[config.mk]
export PLATFORM = sky130hd
export DESIGN_NAME = prefetch_ring_tracker
export DESIGN_NICKNAME = d
export VERILOG_FILES = /design/src/rtl/prefetch_ring_pkg.sv /design/src/rtl/prefetch_ring_tracker_vectormask.sv /design/src/rtl/prefetch_ring_tracker.sv
export SDC_FILE = /design/constraint.sdc
export NUM_CORES = 1
export LEC_CHECK = 0
export ABC_AREA = 0
export CAP_MARGIN = 10
export CORE_ASPECT_RATIO = 2
export CORE_MARGIN = 1.5
export CORE_UTILIZATION = 59
export CTS_BUF_LIST = sky130_fd_sc_hd__clkbuf_8 sky130_fd_sc_hd__clkbuf_16
export DETAILED_ROUTE_END_ITERATION = 8
export PLACE_DENSITY = 0.78
export SETUP_SLACK_MARGIN = 0.05
export SLEW_MARGIN = 20
export SYNTH_ARGS = -nofsm -noshare
export SYNTH_HDL_FRONTEND = slang
export SYNTH_SLANG_ARGS = --single-unit
[constraint.sdc]
create_clock -name clk -period 7.85 [get_ports clk]
set_clock_uncertainty 0.05 [all_clocks]
set_input_delay 1.57 -clock clk [delete_from_list [all_inputs] [get_ports clk]]
set_output_delay 1.57 -clock clk [all_outputs]
set_load 0.05 [all_outputs]
[src/rtl/prefetch_ring_pkg.sv]
// Shared types and helpers for the prefetch ring tracker.
// The typedefs describe the default LOG_DEPTH=3 / 64-bit address configuration.
package prefetch_ring_pkg;

    localparam int LOG_DEPTH_DEF  = 3;
    localparam int ADDR_WIDTH_DEF = 64;

    typedef logic [LOG_DEPTH_DEF-1:0] idx_t;
    typedef logic [LOG_DEPTH_DEF:0]   cnt_t;

    typedef struct packed {
        logic [ADDR_WIDTH_DEF-1:0] addr;
        logic                      done;
    } ring_entry_t;

    function automatic int unsigned next_idx(input int unsigned idx, input int unsigned depth);
        return (idx + 1) % depth;
    endfunction

endpackage

[src/rtl/prefetch_ring_tracker_vectormask.sv]
// Cyclic region mask: bit i is set when i lies in [headIdx, tailIdx) modulo the width.
// tailIdx < headIdx yields the wrapped (inverted) region; head == tail yields all zeros.
module vectorMask #(
    parameter int LOG_WIDTH = 3
) (
    input  logic [LOG_WIDTH-1:0]      headIdx,
    input  logic [LOG_WIDTH-1:0]      tailIdx,
    output logic [(1<<LOG_WIDTH)-1:0] mask
);

    localparam int WIDTH = 1 << LOG_WIDTH;

    always_comb begin
        mask = '0;
        for (int i = 0; i < WIDTH; i++) begin
            if (tailIdx >= headIdx) begin
                mask[i] = (i >= int'(headIdx)) && (i < int'(tailIdx));
            end else begin
                mask[i] = !((i >= int'(tailIdx)) && (i < int'(headIdx)));
            end
        end
    end

endmodule

[src/rtl/prefetch_ring_tracker.sv]
// In-order ring of outstanding prefetch addresses: allocate at tail, complete by index,
// retire from head, and answer registered address lookups against the live region.
module prefetch_ring_tracker
    import prefetch_ring_pkg::*;
#(
    parameter int LOG_DEPTH  = 3,
    parameter int ADDR_WIDTH = 64
) (
    input  logic                  clk,
    input  logic                  resetN,
    input  logic                  flush,
    input  logic                  pushValid,
    input  logic [ADDR_WIDTH-1:0] pushAddr,
    output logic                  pushReady,
    output logic [LOG_DEPTH-1:0]  pushIdx,
    input  logic                  cmplValid,
    input  logic [LOG_DEPTH-1:0]  cmplIdx,
    output logic                  popValid,
    input  logic                  popReady,
    output logic [ADDR_WIDTH-1:0] popAddr,
    input  logic                  lookupValid,
    input  logic [ADDR_WIDTH-1:0] lookupAddr,
    output logic                  hitValid,
    output logic                  hit,
    output logic [LOG_DEPTH-1:0]  hitIdx,
    output logic                  hitDone,
    output logic [LOG_DEPTH:0]    count,
    output logic                  full,
    output logic                  empty
);

    localparam int DEPTH = 1 << LOG_DEPTH;

    logic [LOG_DEPTH-1:0]  head_q, head_d, tail_q, tail_d;
    logic [LOG_DEPTH:0]    count_q, count_d;
    logic [DEPTH-1:0]      done_q, done_d;
    logic [ADDR_WIDTH-1:0] addr_q [DEPTH];

    logic [DEPTH-1:0]      raw_mask, valid_mask, match;
    logic                  push_fire, pop_fire, hit_d;
    logic [LOG_DEPTH-1:0]  hit_idx_d;

    logic                  hit_valid_q, hit_q, hit_done_q;
    logic [LOG_DEPTH-1:0]  hit_idx_q;

    vectorMask #(.LOG_WIDTH(LOG_DEPTH)) u_mask (
        .headIdx (head_q),
        .tailIdx (tail_q),
        .mask    (raw_mask)
    );

    assign empty     = (count_q == '0);
    assign full      = (count_q == (LOG_DEPTH+1)'(DEPTH));
    assign pushReady = !full;
    assign pushIdx   = tail_q;
    assign popValid  = !empty && done_q[head_q];
    assign popAddr   = addr_q[head_q];
    assign count     = count_q;
    assign push_fire = pushValid && pushReady;
    assign pop_fire  = popValid && popReady;

    assign hitValid  = hit_valid_q;
    assign hit       = hit_q;
    assign hitIdx    = hit_idx_q;
    assign hitDone   = hit_done_q;

    // head == tail is ambiguous in the raw mask; occupancy resolves it
    always_comb begin
        valid_mask = raw_mask;
        if (empty) begin
            valid_mask = '0;
        end else if (full) begin
            valid_mask = '1;
        end
    end

    always_comb begin
        match     = '0;
        hit_idx_d = '0;
        for (int i = 0; i < DEPTH; i++) begin
            match[i] = valid_mask[i] && (addr_q[i] == lookupAddr);
        end
        for (int i = DEPTH - 1; i >= 0; i--) begin
            if (match[i]) begin
                hit_idx_d = LOG_DEPTH'(i);
            end
        end
        hit_d = |match;
    end

    always_comb begin
        head_d  = head_q;
        tail_d  = tail_q;
        count_d = count_q;
        done_d  = done_q;
        if (flush) begin
            head_d  = '0;
            tail_d  = '0;
            count_d = '0;
            done_d  = '0;
        end else begin
            if (cmplValid && valid_mask[cmplIdx]) begin
                done_d[cmplIdx] = 1'b1;
            end
            if (push_fire) begin
                done_d[tail_q] = 1'b0;
                tail_d         = LOG_DEPTH'(next_idx(32'(tail_q), DEPTH));
            end
            if (pop_fire) begin
                head_d = LOG_DEPTH'(next_idx(32'(head_q), DEPTH));
            end
            case ({push_fire, pop_fire})
                2'b10:   count_d = count_q + (LOG_DEPTH+1)'(1);
                2'b01:   count_d = count_q - (LOG_DEPTH+1)'(1);
                default: count_d = count_q;
            endcase
        end
    end

    always_ff @(posedge clk or negedge resetN) begin
        if (!resetN) begin
            head_q      <= '0;
            tail_q      <= '0;
            count_q     <= '0;
            done_q      <= '0;
            hit_valid_q <= 1'b0;
            hit_q       <= 1'b0;
            hit_idx_q   <= '0;
            hit_done_q  <= 1'b0;
        end else begin
            head_q      <= head_d;
            tail_q      <= tail_d;
            count_q     <= count_d;
            done_q      <= done_d;
            hit_valid_q <= lookupValid;
            if (flush) begin
                hit_q      <= 1'b0;
                hit_idx_q  <= '0;
                hit_done_q <= 1'b0;
            end else begin
                hit_q      <= hit_d;
                hit_idx_q  <= hit_idx_d;
                hit_done_q <= done_q[hit_idx_d];
            end
        end
    end

    // Address payload carries no reset; only slots inside the live region are ever observed
    always_ff @(posedge clk) begin
        if (push_fire && !flush) begin
            addr_q[tail_q] <= pushAddr;
        end
    end

endmodule

==> flow_summary.toml, run 1 <==
[floorplan]
core_region_area_mm2 = 0.0456
io_pins = 219
start_util = 0.595
die_y_um = 306
die_x_um = 155
dieArea_mm2 = 0.0473
rows = 111

[critical_path]
crit_type = "in -> reg"
reg2reg_to = "hitDone"
r2r-start = "head_q[2]"
r2r_setup_slack_ps = 2850
cp-end-kind = "flop"
required_ps = 8300
critPathLaunchType = "input pin"
cp.arrival_ps = 6060
path_max_fanout = 8
ff2ff_path_depth = 14

[yosys]
synth_edf_count = 512
netlist_area_mm2 = 0.0271
synth_top_flop_cell = "edfxtp_1"
synth_top_area_cell = "edfxtp_1"
avgSynthCellArea_um2 = 14.6
async_flop_share = 0.0448
synth_cell_type_count = 56
synthTopCellsByArea = "edfxtp_1, xor2_1, mux4_2"
synth_nets = 2002
netlist_instances = 1852
synth_top_area_frac = 0.567
ys_seq_area_frac = 0.589
ys_warn_count = 0
ys_ff_latch = 536

[grt]
grt_max_degree = 88
antenna_found_initial = 3
grt_overflow = 0
grtUsageTotal = 0.414
grt_pass1_wl_mm = 133
grt_pass1_vias = 17618

[place]
port_buffers = 218
place_hpwl_mm = 71.3
dpl-instance-area_mm2 = 0.0296
gp_congestion = 1.14

[sta]
fmax_mhz = 178
slew_viol_final = 0
grt_setup_unrepaired = "no"
worst_pin_slew_ps = 1260
finalHoldViolCount = 0
relSlewSlack = 0.150
setup_viol = 0
fin_crit_sh = 0.715
setup_tns_ps = 0
period_minus_slack_ps = 5610
hold_ws_ps = 579

[flow_run]
maxCapViolations = 0

[clocking]
clockRootBuffer = "clkbuf_16"
clock_sinks = 536
cts_max_path_buffers = 3
cts_resized = 0
clock_latency_ps = 570
holdBufCountCts = 0
cts.clk_slew.worst_paths_ps = 70
post_cts_buffers = 0
cts_tree = "yes"
cts_buffers = 47
htreeDepth = 2

[detailed_routing]
routed_via_density = 6.82
via_count = 17948
routed_wl_mm = 96.5
drt_iter0_markers = 2213
postRouteAntennaNets = 0
route.detailed.drc = 0
drt_first_pass_iters = 6
wire_per_inst_um = 36.7

[cells_and_area]
final_area_mm2 = 0.0311
fin_util = 0.683
syn_to_final_growth_pct = 14.8
num-nets-final = 2176
drive_gt1_frac = 0.126

[hold_path]
whs_path_depth = 2
holdCritPathClass = "reg -> reg"
min_from = "done_q[7]"
whs_endpoint = "done_q[7]"

[power]
leakagePower_nw = 10.2
powerDensity_mw_per_mm2 = 201
max-vdd-ir-drop_uv = 202

[status]
status = "complete, no violations"
## power by group
group / internal, mW / total (mW) / leakage [nW] / switching [mW]
Combinational: 0.210 / 0.661 / 4.51 / 0.451
Clock: 1.34 / 2.39 / 0.777 / 1.06
Sequential: 3.17 / 3.19 / 4.95 / 0.0251
Total: 4.71 / 6.25 / 10.2 / 1.53
## synthesized netlist by cell type (4+ instances only)
| master | instances |
|---|---|
| edfxtp_1 | 512 |
| xor2_1 | 351 |
| nand2_1 | 215 |
| xnor2_1 | 164 |
| mux4_2 | 130 |
| nor4_1 | 101 |
| nand4_1 | 64 |
| buf_2 | 32 |
| nor2_1 | 31 |
| clkbuf_1 | 28 |
| dfrtp_1 | 24 |
| a21oi_1 | 19 |
| buf_1 | 19 |
| buf_6 | 19 |
| buf_4 | 18 |
| nor3_1 | 17 |
| inv_1 | 13 |
| a211oi_1 | 11 |
| ha_1 | 11 |
| o21ai_0 | 11 |
| nand3_1 | 7 |
| mux2i_1 | 4 |
| nor2b_1 | 4 |
## registers in the layout, indices dropped and copies added (netlist names)
register / cells
count: 4
pushIdx: 3
hitDone: 1
hitValid: 1
hit: 1
done_q: 8
head_q: 3
hitIdx: 3
addr_q: 512
## cells in the final DEF, fill, tap and decap left out, types with 12 or more instances in the layout
master           instances
clkdlybuf4s50_1        217
clkbuf_16               47
buf_4                   20
nand4_1                 64
clkinv_2                12
mux4_2                 130
inv_1                   16
nor4_1                  99
dfrtp_1                 21
xnor2_1                164
nand2_1                215
nor2_1                  31
a21oi_1                 19
edfxtp_1               512
xor2_1                 351
## logic make-up after synthesis
logic type      Yosys count  share of synthesized area
simple gates            454                     0.0821
flops                   536                      0.589
fa+ha+maj                12                    0.00581
mux                     136                      0.110
buf+inv                 129                     0.0271
xor+xnor                518                      0.168
compound gates           67                     0.0172
## per-layer routing
layer / routed length [um] / track usage / vias up / share of wire
li1: - / - / 7252 / -
met1: 30900 / 0.496 / 8929 / 0.32
met2: 43900 / 0.630 / 1401 / 0.46
met3: 10400 / 0.0837 / 362 / 0.11
met4: 11200 / 0.381 / 4 / 0.12
met5: 75 / 0.00952 / - / 0.00078
## layout make-up
type / count / area (um2)
Tap cell: 565 / 707
Clock inverter: 38 / 367
Fill cell: 3170 / 14400
Timing Repair Buffer: 241 / 2370
Inverter: 13 / 48.8
Antenna cell: 3 / 7.51
Clock buffer: 48 / 1190
Multi-Input combinational cell: 1187 / 10500
Sequential cell: 536 / 16000
## per-stage QoR
step | std cells | total power [mW] | setup slack [ps]
after CTS | 2627 | 6.23 | 2370
after global placement | 2541 | 3.89 | 2120
after detailed placement | 2541 | 3.89 | 2060
after floorplan | 1852 | 3.58 | 872
final | 2631 | 6.25 | 2240
after global routing | 2629 | 6.35 | 2240
## worst max-delay path, cell delays in order
cell	delay, ps
clkdlybuf4s50_1	690
xnor2_1	1080
nand4_1	330
nor4_1	810
nand4_1	370
o21ai_0	490
nor3_1	130
nor3_1	200
nor2b_1	230
a2bb2oi_2	90
o21ai_2	60
## worst max-delay path by stage
stage / start / to / slack [ps] / cells past startpoint
6_report: lookupAddr[3] / hitDone / 2240 / 11
5_1_grt: head_q[0] / popAddr[9] / 2240 / 5
4_1_cts: head_q[0] / popAddr[9] / 2370 / 5
3_5_place_dp: lookupAddr[60] / hitDone / 2060 / 12
3_3_place_gp: lookupAddr[60] / hitDone / 2120 / 12
2_1_floorplan: count[1] / addr_q[2][0] / 870 / 5
Note: power is estimated with default switching activity, not from simulation.
==> run 2, diff against run 1 <==
==> constraint.sdc (replaced) <==
create_clock -name clk -period 5.85 [get_ports clk]
set_clock_uncertainty 0.05 [all_clocks]
set_input_delay 1.17 -clock clk [delete_from_list [all_inputs] [get_ports clk]]
set_output_delay 1.17 -clock clk [all_outputs]
set_load 0.05 [all_outputs]
==> flow_summary.toml, run 2 (synthesized netlist as in run 1, its figures left out) <==
[clocking]
cts_resized = 0
post_cts_buffers = 0
clock_sinks = 536
htreeDepth = 2
cts.clk_slew.worst_paths_ps = 70
cts_tree = "yes"
clockRootBuffer = "clkbuf_16"
cts_buffers = 47
cts_max_path_buffers = 3
holdBufCountCts = 0
clock_latency_ps = 600

[cells_and_area]
final_area_mm2 = 0.0312
largest_reg_flops = 512
final_common_cell = "edfxtp_1"
final_cell_count_no_fill = 2644
fin_util = 0.686
syn_to_final_growth_pct = 15.2
final_cell_mix = "edfxtp_1, xor2_1, clkdlybuf4s50_1"
regMostFlops = "addr_q"
drive_gt1_frac = 0.128
num-nets-final = 2190

[grt]
grt.busiest_layer = "met2"
grt_pass1_wl_mm = 131
antenna_found_initial = 6
grt_overflow = 0
grt_max_degree = 82
grtUsageTotal = 0.409
met1_usage = 0.495
use_met3 = 0.0827
grt_util_met2 = 0.628
grt_pass1_vias = 17339

[detailed_routing]
route.detailed.drc = 0
routed_via_density = 6.75
routed_wl_mm = 95.2
wire_per_inst_um = 36.0
postRouteAntennaNets = 0
via_count = 17859
drt_first_pass_iters = 6
drt_iter0_markers = 2530

[sta]
slew_viol_final = 0
period_minus_slack_ps = 5000
finalHoldViolCount = 0
fin_ws_ps = 853
setup_viol = 0
fmax_mhz = 200
fin_crit_sh = 0.854
worst_pin_slew_ps = 1310
relSlewSlack = 0.118
grt_setup_unrepaired = "no"

[floorplan]
core_region_area_mm2 = 0.0456
io_pins = 219
start_util = 0.595
dieArea_mm2 = 0.0473
die_x_um = 155
die_y_um = 306
rows = 111

[power]
max-vdd-ir-drop_uv = 267
powerDensity_mw_per_mm2 = 261
power.total_mw = 8.16
leakagePower_nw = 10.3

[flow_run]
maxCapViolations = 0

[place]
dpl-instance-area_mm2 = 0.0298
gp_congestion = 1.10
port_buffers = 218
dp_cells = 2556
place_hpwl_mm = 68.9
pre_cts_ws_ps = 548

[status]
status = "complete, no violations"

[critical_path]
r2r_setup_slack_ps = 1430
cp.arrival_ps = 5420
cp-end-kind = "flop"
required_ps = 6270
cp-startpoint = "lookupAddr[59]"
critPathLaunchType = "input pin"
r2r-start = "head_q[0]"
crit_type = "in -> reg"
path_max_fanout = 8

[hold_path]
min_from = "done_q[4]"
holdCritPathClass = "reg -> reg"
-- run 2: final cells by class --
class,count,area [um2]
Antenna cell,3,7.51
Clock buffer,47,1180
Clock inverter,38,251
Fill cell,3134,14300
Inverter,13,48.8
Multi-Input combinational cell,1187,10500
Sequential cell,536,16000
Tap cell,565,707
Timing Repair Buffer,255,2600
-- run 2: final timing paths --
check,end,cells past startpoint
max,hitDone,12
min,done_q[4],2
max reg2reg,hitDone,12
min reg2reg,done_q[4],2
max in group asynchronous,head_q[0],2
min in group asynchronous,done_q[4],2
-- run 2: metrics by stage --
step	hold slack (ps)	setup TNS, ps
after floorplan	501	-498490
after global placement	568	0
after detailed placement	563	0
after CTS	576	0
after global routing	629	0
final	593	0
-- run 2: critical path: stages --
cell,delay (ps)
clkdlybuf4s50_1,700
xnor2_1,670
nand4_1,150
nor4_1,1120
nand4_1,340
o311ai_1,310
a21oi_1,120
o21ai_2,190
a21boi_2,120
mux2_2,300
a2bb2oi_2,150
o21ai_2,60
-- run 2: metal layers --
layer  routed length [um]  vias up  share of wire
li1                     -     7273              -
met1                30500     8792           0.32
met3                10600      343           0.11
met4                10300        4           0.11
met2                43700     1447           0.46
met5                   23        -        0.00024
-- run 2: power by group --
| part | total, mW | internal [mW] | leakage (nW) | switching, mW |
|---|---|---|---|---|
| clock network | 2.99 | 1.56 | 0.720 | 1.43 |
| registers | 4.28 | 4.25 | 4.95 | 0.0326 |
| logic | 0.890 | 0.289 | 4.62 | 0.600 |
| total | 8.16 | 6.10 | 10.3 | 2.06 |
